### src/rtl/mem_pkg.sv
// Shared arbitration types and default slave tags for the memory front-end.
// Also reused by the sram16 controller bench.
package mem_pkg;

    typedef enum logic [1:0] {
        S_IDLE  = 2'd0,
        S_OWN_A = 2'd1,
        S_OWN_B = 2'd2
    } arb_state_e;

    typedef enum logic {
        PORT_A = 1'b0,
        PORT_B = 1'b1
    } port_e;

    localparam logic [1:0] ID_NONE      = 2'd0;
    localparam logic [1:0] ID_A_DEFAULT = 2'd1;
    localparam logic [1:0] ID_B_DEFAULT = 2'd2;

    // Wide enough to hold burst_length itself without wrapping.
    function automatic int cnt_width(input int burst);
        return $clog2(burst) + 1;
    endfunction

endpackage

### src/rtl/mem_arb_port.sv
// Per-master read bookkeeping: outstanding-beat counter, eligibility and
// return-beat decode for one tagged port.
module mem_arb_port
    import mem_pkg::*;
#(
    parameter int         BURST_LEN = 4,
    parameter logic [1:0] PORT_ID   = ID_A_DEFAULT
) (
    input  logic       clock,
    input  logic       rst,
    input  logic       req_i,
    input  logic       accept_read_i,
    input  logic [1:0] beat_id_i,
    output logic       eligible_o,
    output logic       readdatavalid_o
);

    localparam int             CW        = cnt_width(BURST_LEN);
    localparam logic [CW-1:0]  BURST_CNT = CW'(BURST_LEN);

    logic [CW-1:0] cnt_q, cnt_d;
    logic          beat;

    assign beat = (beat_id_i == PORT_ID);

    // A read is only accepted with cnt_q == 0, so load and decrement never
    // compete; beats arriving with nothing outstanding are dropped.
    always_comb begin
        cnt_d = cnt_q;
        if (accept_read_i) begin
            cnt_d = BURST_CNT;
        end else if (beat && (cnt_q != '0)) begin
            cnt_d = cnt_q - CW'(1);
        end
    end

    // NOTE: sequential state uses non-blocking assignments so every flop
    // samples the pre-edge values regardless of block ordering.
    always_ff @(posedge clock or posedge rst) begin
        if (rst) begin
            cnt_q <= '0;
        end else begin
            cnt_q <= cnt_d;
        end
    end

    assign eligible_o      = req_i && (cnt_q == '0);
    assign readdatavalid_o = beat && !rst;

endmodule

### src/rtl/mem_arb2.sv
// Two-master round-robin arbiter onto a single tagged, pipelined memory
// slave; a stalled grant stays locked until the slave accepts it.
module mem_arb2
    import mem_pkg::*;
#(
    parameter int         burst_length = 4,
    parameter logic [1:0] ID_A         = ID_A_DEFAULT,
    parameter logic [1:0] ID_B         = ID_B_DEFAULT
) (
    input  logic        clock,
    input  logic        rst,
    input  logic [29:0] a_address,
    input  logic        a_read,
    input  logic        a_write,
    input  logic [31:0] a_writedata,
    input  logic [3:0]  a_writedatamask,
    output logic        a_waitrequest,
    output logic [31:0] a_readdata,
    output logic        a_readdatavalid,
    input  logic [29:0] b_address,
    input  logic        b_read,
    input  logic        b_write,
    input  logic [31:0] b_writedata,
    input  logic [3:0]  b_writedatamask,
    output logic        b_waitrequest,
    output logic [31:0] b_readdata,
    output logic        b_readdatavalid,
    input  logic        mem_waitrequest,
    output logic [1:0]  mem_id,
    output logic [29:0] mem_address,
    output logic        mem_read,
    output logic        mem_write,
    output logic [31:0] mem_writedata,
    output logic [3:0]  mem_writedatamask,
    input  logic [31:0] mem_readdata,
    input  logic [1:0]  mem_readdataid
);

    arb_state_e state_q, state_d;
    port_e      last_grant_q, last_grant_d;
    logic       a_elig, b_elig, sel_a, sel_b, a_accept, b_accept;

    mem_arb_port #(.BURST_LEN(burst_length), .PORT_ID(ID_A)) u_port_a (
        .clock           (clock),
        .rst             (rst),
        .req_i           (a_read | a_write),
        .accept_read_i   (a_accept & a_read),
        .beat_id_i       (mem_readdataid),
        .eligible_o      (a_elig),
        .readdatavalid_o (a_readdatavalid)
    );

    mem_arb_port #(.BURST_LEN(burst_length), .PORT_ID(ID_B)) u_port_b (
        .clock           (clock),
        .rst             (rst),
        .req_i           (b_read | b_write),
        .accept_read_i   (b_accept & b_read),
        .beat_id_i       (mem_readdataid),
        .eligible_o      (b_elig),
        .readdatavalid_o (b_readdatavalid)
    );

    // NOTE: every always_comb output gets a default first so no path
    // through the block leaves it unassigned (which would infer a latch).
    always_comb begin
        sel_a = 1'b0;
        sel_b = 1'b0;
        case (state_q)
            S_OWN_A: sel_a = 1'b1;
            S_OWN_B: sel_b = 1'b1;
            default: begin
                if (a_elig && b_elig) begin
                    sel_a = (last_grant_q == PORT_B);
                    sel_b = (last_grant_q == PORT_A);
                end else begin
                    sel_a = a_elig;
                    sel_b = b_elig;
                end
            end
        endcase
        if (rst) begin
            sel_a = 1'b0;
            sel_b = 1'b0;
        end
    end

    assign a_accept = sel_a && (a_read | a_write) && !mem_waitrequest;
    assign b_accept = sel_b && (b_read | b_write) && !mem_waitrequest;

    always_comb begin
        state_d      = state_q;
        last_grant_d = last_grant_q;
        if (a_accept) begin
            state_d      = S_IDLE;
            last_grant_d = PORT_A;
        end else if (b_accept) begin
            state_d      = S_IDLE;
            last_grant_d = PORT_B;
        end else if (sel_a && mem_waitrequest) begin
            state_d = S_OWN_A;
        end else if (sel_b && mem_waitrequest) begin
            state_d = S_OWN_B;
        end
    end

    // last_grant resets to B so that A wins the first tie.
    always_ff @(posedge clock or posedge rst) begin
        if (rst) begin
            state_q      <= S_IDLE;
            last_grant_q <= PORT_B;
        end else begin
            state_q      <= state_d;
            last_grant_q <= last_grant_d;
        end
    end

    assign mem_id            = sel_a ? ID_A : (sel_b ? ID_B : ID_NONE);
    assign mem_read          = (sel_a & a_read)  | (sel_b & b_read);
    assign mem_write         = (sel_a & a_write) | (sel_b & b_write);
    assign mem_address       = sel_b ? b_address       : a_address;
    assign mem_writedata     = sel_b ? b_writedata     : a_writedata;
    assign mem_writedatamask = sel_b ? b_writedatamask : a_writedatamask;

    assign a_waitrequest = sel_a ? mem_waitrequest : 1'b1;
    assign b_waitrequest = sel_b ? mem_waitrequest : 1'b1;
    assign a_readdata    = mem_readdata;
    assign b_readdata    = mem_readdata;

endmodule
### config.mk
export PLATFORM = sky130hd
export DESIGN_NAME = mem_arb2
export DESIGN_NICKNAME = d
export VERILOG_FILES = /design/src/rtl/mem_pkg.sv /design/src/rtl/mem_arb_port.sv /design/src/rtl/mem_arb2.sv
export SDC_FILE = /design/constraint.sdc
export NUM_CORES = 1
export LEC_CHECK = 0
export CORE_AREA = 2 2 120 122
export CTS_CLUSTER_SIZE = 24
export DETAILED_ROUTE_END_ITERATION = 10
export DIE_AREA = 0 0 122 124
export PLACE_DENSITY_LB_ADDON = 0.05
export SLEW_MARGIN = 15
export SYNTH_ARGS = -nofsm -noshare
export SYNTH_HDL_FRONTEND = slang
export SYNTH_SLANG_ARGS = --single-unit
### constraint.sdc
create_clock -name clock -period 2.44 [get_ports clock]
set_input_delay 0.61 -clock clock [delete_from_list [all_inputs] [get_ports clock]]
set_output_delay 0.61 -clock clock [all_outputs]
set_load 0.01 [all_outputs]
# ---- Yosys cells after proc, flatten, opt, wreduce, memory -nomap -nowiden
# Cells that the tools add are included.
dict set report classes {
  reduce_logical 23
  bitwise 11
  n_addsub 2
  muxes 23
  eq_ne 4
}
# operator n
set ops {}
lappend ops {{2-to-1 mux 32 bit} 1}
lappend ops {{2-to-1 mux 30 bit} 1}
lappend ops {{logical AND 1 bit} 13}
lappend ops {{2-to-1 mux 2 bit} 6}
lappend ops {{2-to-1 mux 3 bit} 4}
lappend ops {{2-to-1 mux 1 bit} 8}
lappend ops {{bitwise AND 1 bit} 6}
lappend ops {{zero test 3 bit} 2}
lappend ops {{nonzero test 2 bit} 3}
lappend ops {{nonzero test 3 bit} 2}
lappend ops {{subtractor 3 x 1 -> 3 bit, second input constant} 2}
lappend ops {{== test 2 x 1 -> 1 bit, second input constant} 2}
lappend ops {{== test 2 bit, second input constant} 2}
lappend ops {{2-to-1 mux 4 bit} 1}
lappend ops {{bitwise OR 1 bit} 4}
lappend ops {{case mux 1 bit (2 select lines)} 2}
lappend ops {{nonzero test 4 bit} 1}
lappend ops {{zero test 1 bit} 2}
lappend ops {{inverter 1 bit} 1}
dict set report totals {
  ff_bits 9
  inputBits 173
  wordCells 67
  output_inout_bits 138
}

# ---- Depth between registers and ports, before layout
dict set report depth {
  ltp_word 11
  depth_mapped 9
}

# ---- Modules after synthesis
# From an unflattened synthesis, not the netlist that was laid out.
dict set report hier_totals {
  hier_cells 222
  hier_area_um2 2143.3
}
# mod seq_area_each_um2 area_each_um2 instances cells_each
set modules_own_cells {}
lappend modules_own_cells {mem_arb2 76.3 1705.4 1 178}
lappend modules_own_cells {mem_arb_port 75.1 219.0 2 22}

# ---- Worst setup path before layout
# OpenSTA, ideal clock, no wires.
dict set report synth_path {
  kind {input to output}
  from {input b_write}
  to {output mem_address[19]}
  required_ns 1.830
  setup_slack_ns 0.105
  n_path_buf 2
  cell_stages 6
  arrival_time_ns 1.725
  path_cell_list {nor2_1 -> nor2_1 -> a31oi_2 -> buf_6 -> buf_8 -> mux2_4}
}
dict set report synth_via {
  elab_chain_cells 7
}
# item line_no
set synth_lines {}
lappend synth_lines {{start, declared} mem_arb2.sv:22} ;# input logic b_write,
lappend synth_lines {{bitwise OR 1 bit *} mem_arb2.sv:56} ;# .req_i (b_read | b_write),
lappend synth_lines {{logical AND 1 bit *} mem_arb_port.sv:47} ;# assign eligible_o = req_i && (cnt_q == '0);
lappend synth_lines {{logical AND 1 bit} mem_arb2.sv:72} ;# if (a_elig && b_elig) begin
lappend synth_lines {{2-to-1 mux 1 bit *} mem_arb2.sv:72}
lappend synth_lines {{case mux 1 bit (2 select lines) *} mem_arb2.sv:68} ;# case (state_q)
lappend synth_lines {{2-to-1 mux 1 bit *} mem_arb2.sv:81} ;# if (rst) begin
lappend synth_lines {{2-to-1 mux 30 bit *} mem_arb2.sv:120} ;# assign mem_address = sel_b ? b_address : a_address;
lappend synth_lines {{end, declared} mem_arb2.sv:30} ;# output logic [29:0] mem_address,
# Mark *: on every way between the ends. The rest lies on a longest branch, timed or not.

# ---- Worst setup path in the final report
dict set report layout_path {
  from {register u_port_a.cnt_q[0]}
  to {output mem_writedata[20]}
}
dict set report layout_via {
  elab_chain_cells 7
}
# item line_no
set layout_lines {}
lappend layout_lines {{start, declared} mem_arb_port.sv:21} ;# logic [CW-1:0] cnt_q, cnt_d;
lappend layout_lines {{start signal, assigned} mem_arb_port.sv:43} ;# cnt_q <= cnt_d;
lappend layout_lines {{zero test 3 bit} mem_arb_port.sv:47}
lappend layout_lines {{logical AND 1 bit} mem_arb_port.sv:47}
lappend layout_lines {{logical AND 1 bit} mem_arb2.sv:72}
lappend layout_lines {{2-to-1 mux 1 bit} mem_arb2.sv:72}
lappend layout_lines {{case mux 1 bit (2 select lines)} mem_arb2.sv:68}
lappend layout_lines {{2-to-1 mux 1 bit} mem_arb2.sv:81}
lappend layout_lines {{2-to-1 mux 32 bit} mem_arb2.sv:121} ;# assign mem_writedata = sel_b ? b_writedata : a_writedata;
lappend layout_lines {{end, declared} mem_arb2.sv:33} ;# output logic [31:0] mem_writedata,
# Every way passes these cells.

==> impl_metrics.py <==
metrics = {
    "yosys": {
        "yosys.area_share.simple_pct": 7.32,
        "synth_area_leaders": "mux2_4, buf_4, mux2_2, dfrtp_1, ha_1",
        "synth-xor-area-share_pct": 0.813,
        "synth_adder_area_share_pct": 3.48,
        "yosysWarningCount": 0,
        "synth_compound_area_share_pct": 6.50,
        "syn-instance-count": 216,
        "synth_async_sr_flop_share_pct": 100,
        "synth_mux_area_share_pct": 42.2,
        "yosysTopAreaCellShare_pct": 30.7,
        "synth_top_family_by_area": "multiplexers",
        "yosysSeqAreaShare_pct": 10.5,
        "yosysUniqueCellTypes": 34,
        "synth-seq-cells": 9,
        "synthesis.area_um2": 2150,
        "synth_edf_count": 0,
        "syn_nets": 395,
        "yosys.area.top_type": "mux2_4",
        "avgSynthCellArea_um2": 9.97,
        "synth_ff_type": "dfrtp_1",
    },
    "sta": {
        "setup_viol_count_final": 71,
        "max-slew-margin-rel_pct": 73.3,
        "worst_pin_slew_ns": 0.400,
        "rsz0062_at_grt": "yes",
        "setup_tns_ns": -18.76,
        "finClkSkew_ns": 0.00217,
        "slew_violations": 0,
        "setup_ws_ns": -0.368,
        "hold_viol_final": 0,
        "post-route-period-util_pct": 115,
        "fin_crit_ns": 2.81,
        "timing.fmax_ghz": 0.356,
    },
    "worst_setup_path": {
        "cp-start-kind": "flip-flop",
        "cp-end-kind": "primary output",
        "path_max_fanout": 6,
        "worst_ep_required_time_ns": 1.83,
        "reg2reg_to": "state_q[1]$_DFFE_PP0P_",
        "r2r_cells": 10,
        "reg2reg_from": "state_q[1]$_DFFE_PP0P_",
        "crit_arrival_ns": 2.20,
        "crit_type": "reg -> out",
        "r2r_slack_ns": 0.24,
    },
    "cells_and_area": {
        "regArea_um2": 226,
        "drive_gt1_share_pct": 54.7,
        "antenna_cells": 0,
        "synthToLayoutAreaGrowth_pct": 133,
        "multi_input_area_um2": 1470,
        "fin_cells": 617,
        "finalNetCount": 617,
        "fill_cells": 1425,
    },
    "grt": {
        "grt_max_degree": 14,
        "grt_pass1_wl_um": 13100,
        "overflow": 0,
        "antenna_found_initial": 0,
        "grt_pass1_vias": 2337,
        "track_usage_pct": 11.4,
    },
    "die": {
        "io_pins": 311,
        "coreArea_um2": 13700,
        "initial_utilization_pct": 15.7,
        "rows": 43,
        "die_x_um": 122,
        "fp.dieArea_um2": 15100,
        "die_h_um": 124,
    },
    "routing": {
        "drtPass1Iterations": 4,
        "drtIter0Drc": 23,
        "wire_per_inst_um": 15.8,
        "vias_per_cell": 3.78,
        "remaining_drc_errors": 0,
        "wl_um": 9770,
        "ant_nets": 0,
        "vias": 2333,
    },
    "clocking": {
        "clock-sinks": 9,
        "postCtsHoldBufs": 0,
        "clockBufferDepth": 2,
        "numCtsBuffers": 3,
        "clk_transition_reported_paths_ns": 0.04,
        "root_buffer": "clkbuf_16",
        "htreeDepth": 1,
        "cts_tree": "yes",
        "insertion_delay_ns": 0.24,
    },
    "place": {
        "numPortBuffers": 214,
        "post-dp-hpwl_um": 7700,
        "post-place-ws_ns": -0.973,
        "post-place-cells": 576,
        "gp_congestion": 0.717,
    },
    "power_and_ir_drop": {
        "p_leak_nw": 2.43,
        "worst_ir_drop_vdd_v": 0.000259,
        "power_density_nw_per_um2": 398,
    },
    "outcome": {
        "outcome": "finished with violations",
        "violations": "negative setup slack",
    },
    "run": {
        "max_cap_violations": 0,
    },
    "hold_path": {
        "hold_class": "in -> async",
    },
}
how the worst max path moves through the flow:
stage	start	to	slack, ns	cells past startpoint
CTS	state_q[1]$_DFFE_PP0P_	mem_address[29]	-0.66	7
floorplan	b_write	mem_address[19]	0.10	6
detailed placement	rst	mem_writedata[29]	-0.97	7
finish	u_port_a.cnt_q[0]$_DFFE_PP0P_	mem_writedata[20]	-0.37	11
global placement	rst	mem_writedata[29]	-0.98	7
global route	u_port_a.cnt_q[0]$_DFFE_PP0P_	mem_writedata[20]	-0.47	11
cell type report:
cell class,count,area share [%]
Clock buffer,4,1.57
Sequential cell,9,4.51
Timing Repair Buffer,291,59.2
Tap cell,180,4.48
Inverter,12,0.897
Multi-Input combinational cell,121,29.3
metal layers:
metal	wire length (um)	track usage, %	vias to the layer above
met5	0	0	-
met4	239	3.52	0
met3	881	2.79	24
met2	5290	21.5	113
met1	3370	12.4	1076
li1	-	-	1120
cell usage in the layout, fill, tap and decap left out, drive strengths merged, types with 3 or more instances in the layout:
cell type      synthesis  layout
ha                     6       6
buf                   74     134
mux2                  66      66
dlygate4sd2            0       5
a21oi                  7       7
clkdlybuf4s50          0     135
nor2                   8       8
dfrtp                  8       8
inv                   12      12
nor3b                  3       3
clkdlybuf4s15          0       4
clkbuf                 0      16
o21ai                  5       5
synthesized netlist by cell type, drive strengths merged, types with 2 or more instances:
cell / count
a21oi: 7
a221oi: 2
and3: 2
and3b: 2
buf: 74
dfrtp: 8
ha: 6
inv: 12
mux2: 66
nand2: 2
nand2b: 2
nand3: 2
nor2: 8
nor2b: 2
nor3: 2
nor3b: 3
o21ai: 5
xnor2: 2
flip-flops by register name, indices dropped and copies added (netlist names):
name	flops
state_q	2
u_port_b.cnt_q	3
u_port_a.cnt_q	3
last_grant_q	1
metrics by stage:
stage,hold WS [ns],total power [W],instance area [um2],util [%]
6_report,0.559,0.00200,5020,36.6
5_1_grt,0.619,0.00215,5020,36.6
4_1_cts,0.584,0.00191,4760,34.7
3_3_place_gp,0.564,0.00145,4310,31.4
3_5_place_dp,0.571,0.00144,4310,31.4
2_1_floorplan,0.437,0.000840,2150,-
cells by family after synthesis:
logic type	count (synthesis)
buffers and inverters	86
AND/OR/NAND/NOR	27
flip-flops	9
multiplexers	66
AO/OA/AOI/OAI	20
XOR/XNOR	2
adder cells (fa/ha/maj)	6
worst max-delay path: stages (launching register included):
cell and delay (ns):
dfrtp_1 0.38, inv_2 0.09, ha_4 0.13, nor2b_4 0.16, nand3_4 0.10, a31oi_4 0.20, buf_6 0.17, buf_12 0.13
buf_6 0.10, buf_6 0.08, mux2_4 0.29, buf_6 0.12
what timing repair did:
item / 4_1_cts / 5_1_grt
buffers inserted: 25 / 16
setup endpoints to repair: 74 / 72
pin swaps: 8 / 5
gates resized for setup: 287 / 131
cloned: 2 / 3
power breakdown:
| group | total, W | leakage [nW] | internal, W | switching, W |
|---|---|---|---|---|
| clock | 0.000299 | 0.0382 | 0.000219 | 0.0000801 |
| sequential | 0.000258 | 0.102 | 0.000215 | 0.0000423 |
| combinational | 0.00144 | 2.29 | 0.000950 | 0.000492 |
| total | 0.00200 | 2.43 | 0.00138 | 0.000614 |
(Power assumes the default switching activity.)
